===== config.mk =====
export PLATFORM = sky130hd
export DESIGN_NAME = pipe_ctrl
export DESIGN_NICKNAME = d
export VERILOG_FILES = /design/src/rtl/pipe_ctrl_pkg.sv /design/src/rtl/pipe_div_timer.sv /design/src/rtl/pipe_ctrl.sv
export SDC_FILE = /design/constraint.sdc
export NUM_CORES = 1
export LEC_CHECK = 0
export BUFFER_PORTS_ARGS = -buffer_cell sky130_fd_sc_hd__buf_4
export CAP_MARGIN = 20
export CELL_PAD_IN_SITES_DETAIL_PLACEMENT = 0
export CELL_PAD_IN_SITES_GLOBAL_PLACEMENT = 1
export CORE_UTILIZATION = 30
export CTS_CLUSTER_DIAMETER = 80
export DETAILED_ROUTE_END_ITERATION = 10
export PLACE_DENSITY_LB_ADDON = 0.1
export SETUP_SLACK_MARGIN = 0.5
export SYNTH_ARGS = -nofsm -noshare
export SYNTH_HDL_FRONTEND = slang
export SYNTH_SLANG_ARGS = --single-unit

===== constraint.sdc =====
create_clock -name clk -period 3.9 [get_ports clk]
set_input_delay 0.195 -clock clk [delete_from_list [all_inputs] [get_ports clk]]
set_output_delay 0.195 -clock clk [all_outputs]
set_load 0.05 [all_outputs]

===== src/rtl/pipe_ctrl_pkg.sv =====
// Shared constants for the pipeline sequencing controller: stall masks, FSM states, reset level.
// No logic; imported by pipe_ctrl and pipe_div_timer.
package pipe_ctrl_pkg;

  localparam logic        RST_ENABLE = 1'b1;
  localparam logic [31:0] ZERO_WORD  = 32'h0000_0000;

  // Bit order: [0]PC [1]IF/ID [2]ID/EX [3]EX/MEM [4]MEM/WB [5]WB, 1 = hold
  localparam logic [5:0] STALL_NONE = 6'b000000;
  localparam logic [5:0] STALL_ID   = 6'b000111;
  localparam logic [5:0] STALL_EX   = 6'b001111;
  localparam logic [5:0] STALL_MEM  = 6'b011111;

  typedef enum logic [1:0] {
    ST_RUN      = 2'd0,
    ST_MEM_WAIT = 2'd1,
    ST_DIV_WAIT = 2'd2,
    ST_FLUSH    = 2'd3
  } state_t;

endpackage


===== src/rtl/pipe_div_timer.sv =====
// Saturating divide-wait cycle counter; expired is combinational from the count register.
// clr has priority over en; the count holds once it reaches MAX.
module pipe_div_timer
  import pipe_ctrl_pkg::*;
#(
  parameter int MAX = 40
) (
  input  logic clk,
  input  logic rst,
  input  logic clr,
  input  logic en,
  output logic expired
);

  localparam int W = $clog2(MAX + 1);

  logic [W-1:0] cnt;

  always_ff @(posedge clk) begin
    if (rst == RST_ENABLE || clr) begin
      cnt <= '0;
    end else if (en && cnt != W'(MAX)) begin
      cnt <= cnt + 1'b1;
    end
  end

  assign expired = (cnt == W'(MAX));

endmodule


===== src/rtl/pipe_ctrl.sv =====
// Pipeline stall/flush/divider sequencer; every output is registered, so a decision shows one cycle later.
// Stall sources are merged by priority (exception > memory wait > divide > load-use); requesters hold until served.
module pipe_ctrl
  import pipe_ctrl_pkg::*;
#(
  parameter int DIV_TIMEOUT = 40,
  parameter int CNT_W       = 32
) (
  input  logic             clk,
  input  logic             rst,
  input  logic             id_stallreq,
  input  logic             ex_div_req,
  input  logic             ex_div_done,
  input  logic             mem_req,
  input  logic             mem_ack,
  input  logic             excp_valid,
  input  logic [31:0]      excp_pc,
  output logic [5:0]       stall,
  output logic             flush,
  output logic [31:0]      new_pc,
  output logic             div_grant,
  output logic             div_cancel,
  output logic             div_timeout,
  output logic [CNT_W-1:0] stall_cycles
);

  state_t      state, state_nxt;
  logic [5:0]  stall_nxt;
  logic        flush_nxt;
  logic [31:0] new_pc_nxt;
  logic        grant_nxt;
  logic        cancel_nxt;
  logic        timeout_set;
  logic        tmr_clr;
  logic        tmr_en;
  logic        tmr_expired;

  pipe_div_timer #(
    .MAX(DIV_TIMEOUT)
  ) u_div_timer (
    .clk    (clk),
    .rst    (rst),
    .clr    (tmr_clr),
    .en     (tmr_en),
    .expired(tmr_expired)
  );

  always_comb begin
    state_nxt   = state;
    stall_nxt   = STALL_NONE;
    flush_nxt   = 1'b0;
    new_pc_nxt  = new_pc;
    grant_nxt   = 1'b0;
    cancel_nxt  = 1'b0;
    timeout_set = 1'b0;
    tmr_clr     = 1'b0;
    tmr_en      = 1'b0;

    case (state)
      ST_RUN: begin
        if (excp_valid) begin
          state_nxt  = ST_FLUSH;
          flush_nxt  = 1'b1;
          new_pc_nxt = excp_pc;
        end else if (mem_req && !mem_ack) begin
          state_nxt = ST_MEM_WAIT;
          stall_nxt = STALL_MEM;
        end else if (ex_div_req) begin
          state_nxt = ST_DIV_WAIT;
          stall_nxt = STALL_EX;
          grant_nxt = 1'b1;
          tmr_clr   = 1'b1;
        end else if (id_stallreq) begin
          stall_nxt = STALL_ID;
        end
      end

      ST_MEM_WAIT: begin
        // A late mem_ack after an exception is dropped because FLUSH ignores inputs.
        if (excp_valid) begin
          state_nxt  = ST_FLUSH;
          flush_nxt  = 1'b1;
          new_pc_nxt = excp_pc;
        end else if (mem_ack) begin
          state_nxt = ST_RUN;
        end else begin
          stall_nxt = STALL_MEM;
        end
      end

      ST_DIV_WAIT: begin
        if (excp_valid) begin
          state_nxt  = ST_FLUSH;
          flush_nxt  = 1'b1;
          new_pc_nxt = excp_pc;
          cancel_nxt = 1'b1;
        end else if (ex_div_done) begin
          state_nxt = ST_RUN;
        end else if (tmr_expired) begin
          state_nxt   = ST_RUN;
          cancel_nxt  = 1'b1;
          timeout_set = 1'b1;
        end else begin
          stall_nxt = STALL_EX;
          tmr_en    = 1'b1;
        end
      end

      ST_FLUSH: begin
        state_nxt = ST_RUN;
      end

      default: begin
        state_nxt = ST_RUN;
      end
    endcase
  end

  always_ff @(posedge clk) begin
    if (rst == RST_ENABLE) begin
      state        <= ST_RUN;
      stall        <= STALL_NONE;
      flush        <= 1'b0;
      new_pc       <= ZERO_WORD;
      div_grant    <= 1'b0;
      div_cancel   <= 1'b0;
      div_timeout  <= 1'b0;
      stall_cycles <= '0;
    end else begin
      state        <= state_nxt;
      stall        <= stall_nxt;
      flush        <= flush_nxt;
      new_pc       <= new_pc_nxt;
      div_grant    <= grant_nxt;
      div_cancel   <= cancel_nxt;
      div_timeout  <= div_timeout | timeout_set;
      stall_cycles <= stall_cycles + CNT_W'(stall != STALL_NONE);
    end
  end

endmodule

* Word level (Yosys, flattened, before mapping)
Cells that the tools add are included. W data, S select, Z words.
Storage, ports and cells: input bits 40, flip-flop bits (word level) 82, logic and storage cells 66
Cells by class: bitwise operators 3, add/subtract/negate cells 2, equal/unequal tests 8, multiplexer cells 33, reductions and logical operators 11
Operators with widths (number):
- $add A32 B1 Y32 | 1
- $mux W5 | 4
- $mux W2 | 8
- $mux W4 | 4
- $pmux W5 S3 | 1
- $mux W1 | 14
- $ne A4 B4 Y1 const B | 2
- $pmux W2 S4 | 1
- $add A6 B1 Y6 const B | 1
- $eq A6 B6 Y1 const B | 1
- $ne A6 B6 Y1 const B | 1
- $reduce_bool A6 Y1 | 1
- $eq A2 B2 Y1 const B | 2
- $reduce_or A2 Y1 | 2
- $mux W3 | 1
- $ne A3 B3 Y1 const B | 1
- $reduce_and A3 Y1 | 1
- $reduce_or A3 Y1 | 1
- $eq A2 B1 Y1 const B | 1
- $logic_and A1 B1 Y1 | 2
- $logic_not A2 Y1 | 1
- $not A1 Y1 | 2
- $reduce_and A2 Y1 | 1
- $logic_not A1 Y1 | 1
- 2 further kinds | 2

* Logic depth before layout (Yosys ltp)
depth after elaboration 6, gate-level depth with buffers 8

* Modules after synthesis
From an unflattened synthesis, not the netlist that was laid out.
Unflattened totals: cell total of the unflattened synthesis 412, area total of the unflattened synthesis 3404.5 um^2
Modules (own cells, without submodules):
- pipe_ctrl | cells an instance 376, instances 1, area each 3091.7 um^2
- pipe_div_timer | cells an instance 36, instances 1, area each 312.8 um^2

* Least setup slack after synthesis
OpenSTA, ideal clock, no wires.
path kind reg2reg, start register stall[2], end register stall_cycles[24], period minus slack after synthesis 2516 ps, buffers on the path 1, required time 3830 ps, data arrival time 2446 ps, setup slack 1384 ps, setup time 70 ps, stages on the path, launching flop included 9, cell sequence dfxtp_1 -> or3_1 -> ha_1 -> ha_1 -> nand4_1 -> or3_1 -> buf_4 -> or3_2 -> a21oi_1
On the way: cells in the longest elaborated chain, start to end 2
RTL lines:
- from (decl) | RTL line pipe_ctrl.sv:18 | output logic [5:0] stall,
- from (signal assigned) | RTL line pipe_ctrl.sv:131 | stall <= stall_nxt;
- $reduce_bool A6 Y1 | RTL line pipe_ctrl.sv:137 | stall_cycles <= stall_cycles + CNT_W'(stall != STALL_NONE);
- $add A32 B1 Y32 | RTL line pipe_ctrl.sv:137
- to (signal assigned) | RTL line pipe_ctrl.sv:137
- to (decl) | RTL line pipe_ctrl.sv:24 | output logic [CNT_W-1:0] stall_cycles
Every way passes these cells. A chain may end at the register's enable or synchronous reset.

* Final worst setup path
start register stall[2], end register stall_cycles[23]
Same word-level chain as after synthesis.

==> out/metrics.cfg <==
[sta]
hold_viol_final = 0
rsz0062_at_grt = no
maxSlewHeadroom = 0.463
fin_tns_setup_ps = 0
post-route-period-util = 0.647
layout_min_cycle_time_ps = 2520
slew_viol_final = 0
hold_slack_ps = 39.5
fin_ws_ps = 1380
max_freq_mhz = 396
clock_skew_ps = 7.07
finalSetupViolCount = 0
tightest_slew_ps = 806

[clocking]
cts_tree = yes
post_cts_resized = 0
htree_levels = 3
clk_path_buf_depth = 2
cts_sinks = 79
cts_hold_repair.buffers = 0
cts_setup_buffers = 0
cts_buffers = 9
cts_root_buf = clkbuf_8
clk_pin_slew_ps = 80
insertion_delay_ps = 350

[global_routing]
grt_antenna_before_repair = 0
grt_max_degree = 74
grt_overflow_total = 0
grt_pass1_vias = 2696
grt_first_pass_wirelength_um = 13300
grt_usage = 0.149

[logic_synthesis]
synthTopCellsByArea = dfxtp_1 48%, nand2_1 8.6%, a21oi_1 8.3%
syn-cell-area_um2 = 3330
netlist_instances = 392
avgSynthCellArea_um2 = 8.48
yosysSeqAreaShare = 0.476
synth_top_area_frac = 0.476
synth.distinct_cells = 40
yosysWarnings = 0
synth-seq-cells = 79
syn-num-nets = 440
synth_area_leader_cell = dfxtp_1

[route]
wl_um = 8300
drc_errors = 0
dr.first_iter.drc_count = 105
drtAntennaViolNets = 0
vias_per_cell = 4.73
vias = 3024
wire_per_inst_um = 13.0
first_pass_iters = 4

[setup_path]
crit_required_ps = 4180
crit_type = register to register
worstPathMaxFanout = 19
crit_arrival_ps = 2800
end_kind = register
start_kind = register

[floorplanning]
die_area_um2 = 11500
die_w_um = 107
rows = 38
initial_core_util = 0.307
ios = 114
die_h_um = 107
design.core.area_um2 = 10800

[job]
maxCapViolCount = 0

[pwr]
clkPwrFrac = 0.346
power_frac_seq = 0.469
p_comb_frac = 0.185
ir_worst_vdd_mv = 0.186
swShare = 0.292
p_int_mw = 1.31
p_leak_nw = 1.84
netSwitchingPower_uw = 540
pwr_density_cell_nw_per_um2 = 416

[finish]
antennaDiodeCount = 0
area_growth_pct = 33.6
layout_common_cells = 114 x buf_4, 79 x dfxtp_1, 76 x nand2_1
drive_gt1_frac = 0.277
final_common_cell = buf_4
fin_util = 0.410
nets = 542

[hold_path]
min_path_type = input pin to register

[placed_design]
dp_slack_ps = 1350
portBuffers = 112
gp_congestion = 0.714
hpwl_um = 5560

[run_status]
status = finished, final reports clean

==> stage by stage <==
| stage | cells | total power [mW] | area [um2] |
|---|---|---|---|
| 2_1_floorplan | 392 | 1.12 | 3330 |
| 3_3_place_gp | 623 | 1.23 | 4230 |
| 3_5_place_dp | 623 | 1.23 | 4230 |
| 4_1_cts | 639 | 1.88 | 4440 |
| 5_1_grt | 639 | 1.95 | 4440 |
| 6_report | 639 | 1.85 | 4440 |
==> cells by family after synthesis <==
kind of cell	Yosys count	synth area share
mux	2	0.00640
simple gates	168	0.251
flops	79	0.476
other cells	1	0.00113
fa+ha+maj	8	0.0301
compound gates	82	0.138
buf+inv	34	0.0504
xor+xnor	18	0.0474
==> power by group through the flow <==
stage | combinational, mW | sequential, mW | clock [mW]
after floorplan | 0.124 | 0.993 | 0
after global placement | 0.345 | 0.883 | 0
after detailed placement | 0.345 | 0.885 | 0
after CTS | 0.346 | 0.866 | 0.673
after global routing | 0.369 | 0.871 | 0.711
final | 0.341 | 0.866 | 0.639
==> flip-flops by register name, indices dropped and copies added (netlist names) <==
signal / flops
div_cancel: 1
new_pc: 32
u_div_timer.cnt: 6
stall: 3
stall_cycles: 32
div_timeout: 1
flush: 1
state: 2
div_grant: 1
==> Yosys cell counts <==
cell type,n
or2_2,1
buf_4,4
a211oi_1,1
nor3b_1,2
and4_2,1
mux2i_1,1
buf_1,1
nand3_1,12
o31ai_1,12
mux2_2,1
or3_1,5
and3_1,3
nand4_1,9
and2_1,1
buf_6,2
a32o_1,1
xnor2_1,7
a21oi_1,55
nor4bb_1,1
a211o_1,2
a31oi_1,2
nor2b_1,6
inv_1,11
or4_1,11
clkbuf_8,1
clkbuf_1,15
nand2b_1,3
dfxtp_1,79
nor4_1,4
nand4_2,1
nand2_1,76
or3_2,2
conb_1,1
ha_1,8
or4_4,1
o21ai_0,9
and4_1,4
xor2_1,11
nor2_1,24
or3b_2,1
==> worst paths after layout <==
kind | cells past startpoint | slack, ps | end | from
max | 6 | 1380 | stall_cycles[23] | stall[2]
min | 2 | 40 | stall[4] | mem_ack
min reg2reg | 2 | 460 | new_pc[0] | new_pc[0]
max reg2reg | 6 | 1380 | stall_cycles[23] | stall[2]
==> per-layer routing <==
layer  global-route usage  wire (um)  vias to the layer above  part of all wire
li1                     -          -                     1556                 -
met1                0.185       3820                     1392              0.46
met2                0.240       3960                       66              0.48
met3               0.0424        412                       10             0.050
met4               0.0616        109                        0             0.013
met5                    0          0                        -                 0
==> critical path, stage by stage (launching register included) <==
cell and delay (ps):
dfxtp_1 400, or3_1 140, ha_1 190, and4_1 290, nand4_1 590, or4_1 690
a21oi_1 150
==> final cells by class <==
cell class,count,area (um2)
Timing Repair Buffer,114,856
Fill cell,1155,6400
Inverter,11,41.3
Tap cell,140,175
Sequential cell,79,1580
Multi-Input combinational cell,279,1580
Clock inverter,3,40.0
Clock buffer,13,169
(Power assumes the default switching activity.)
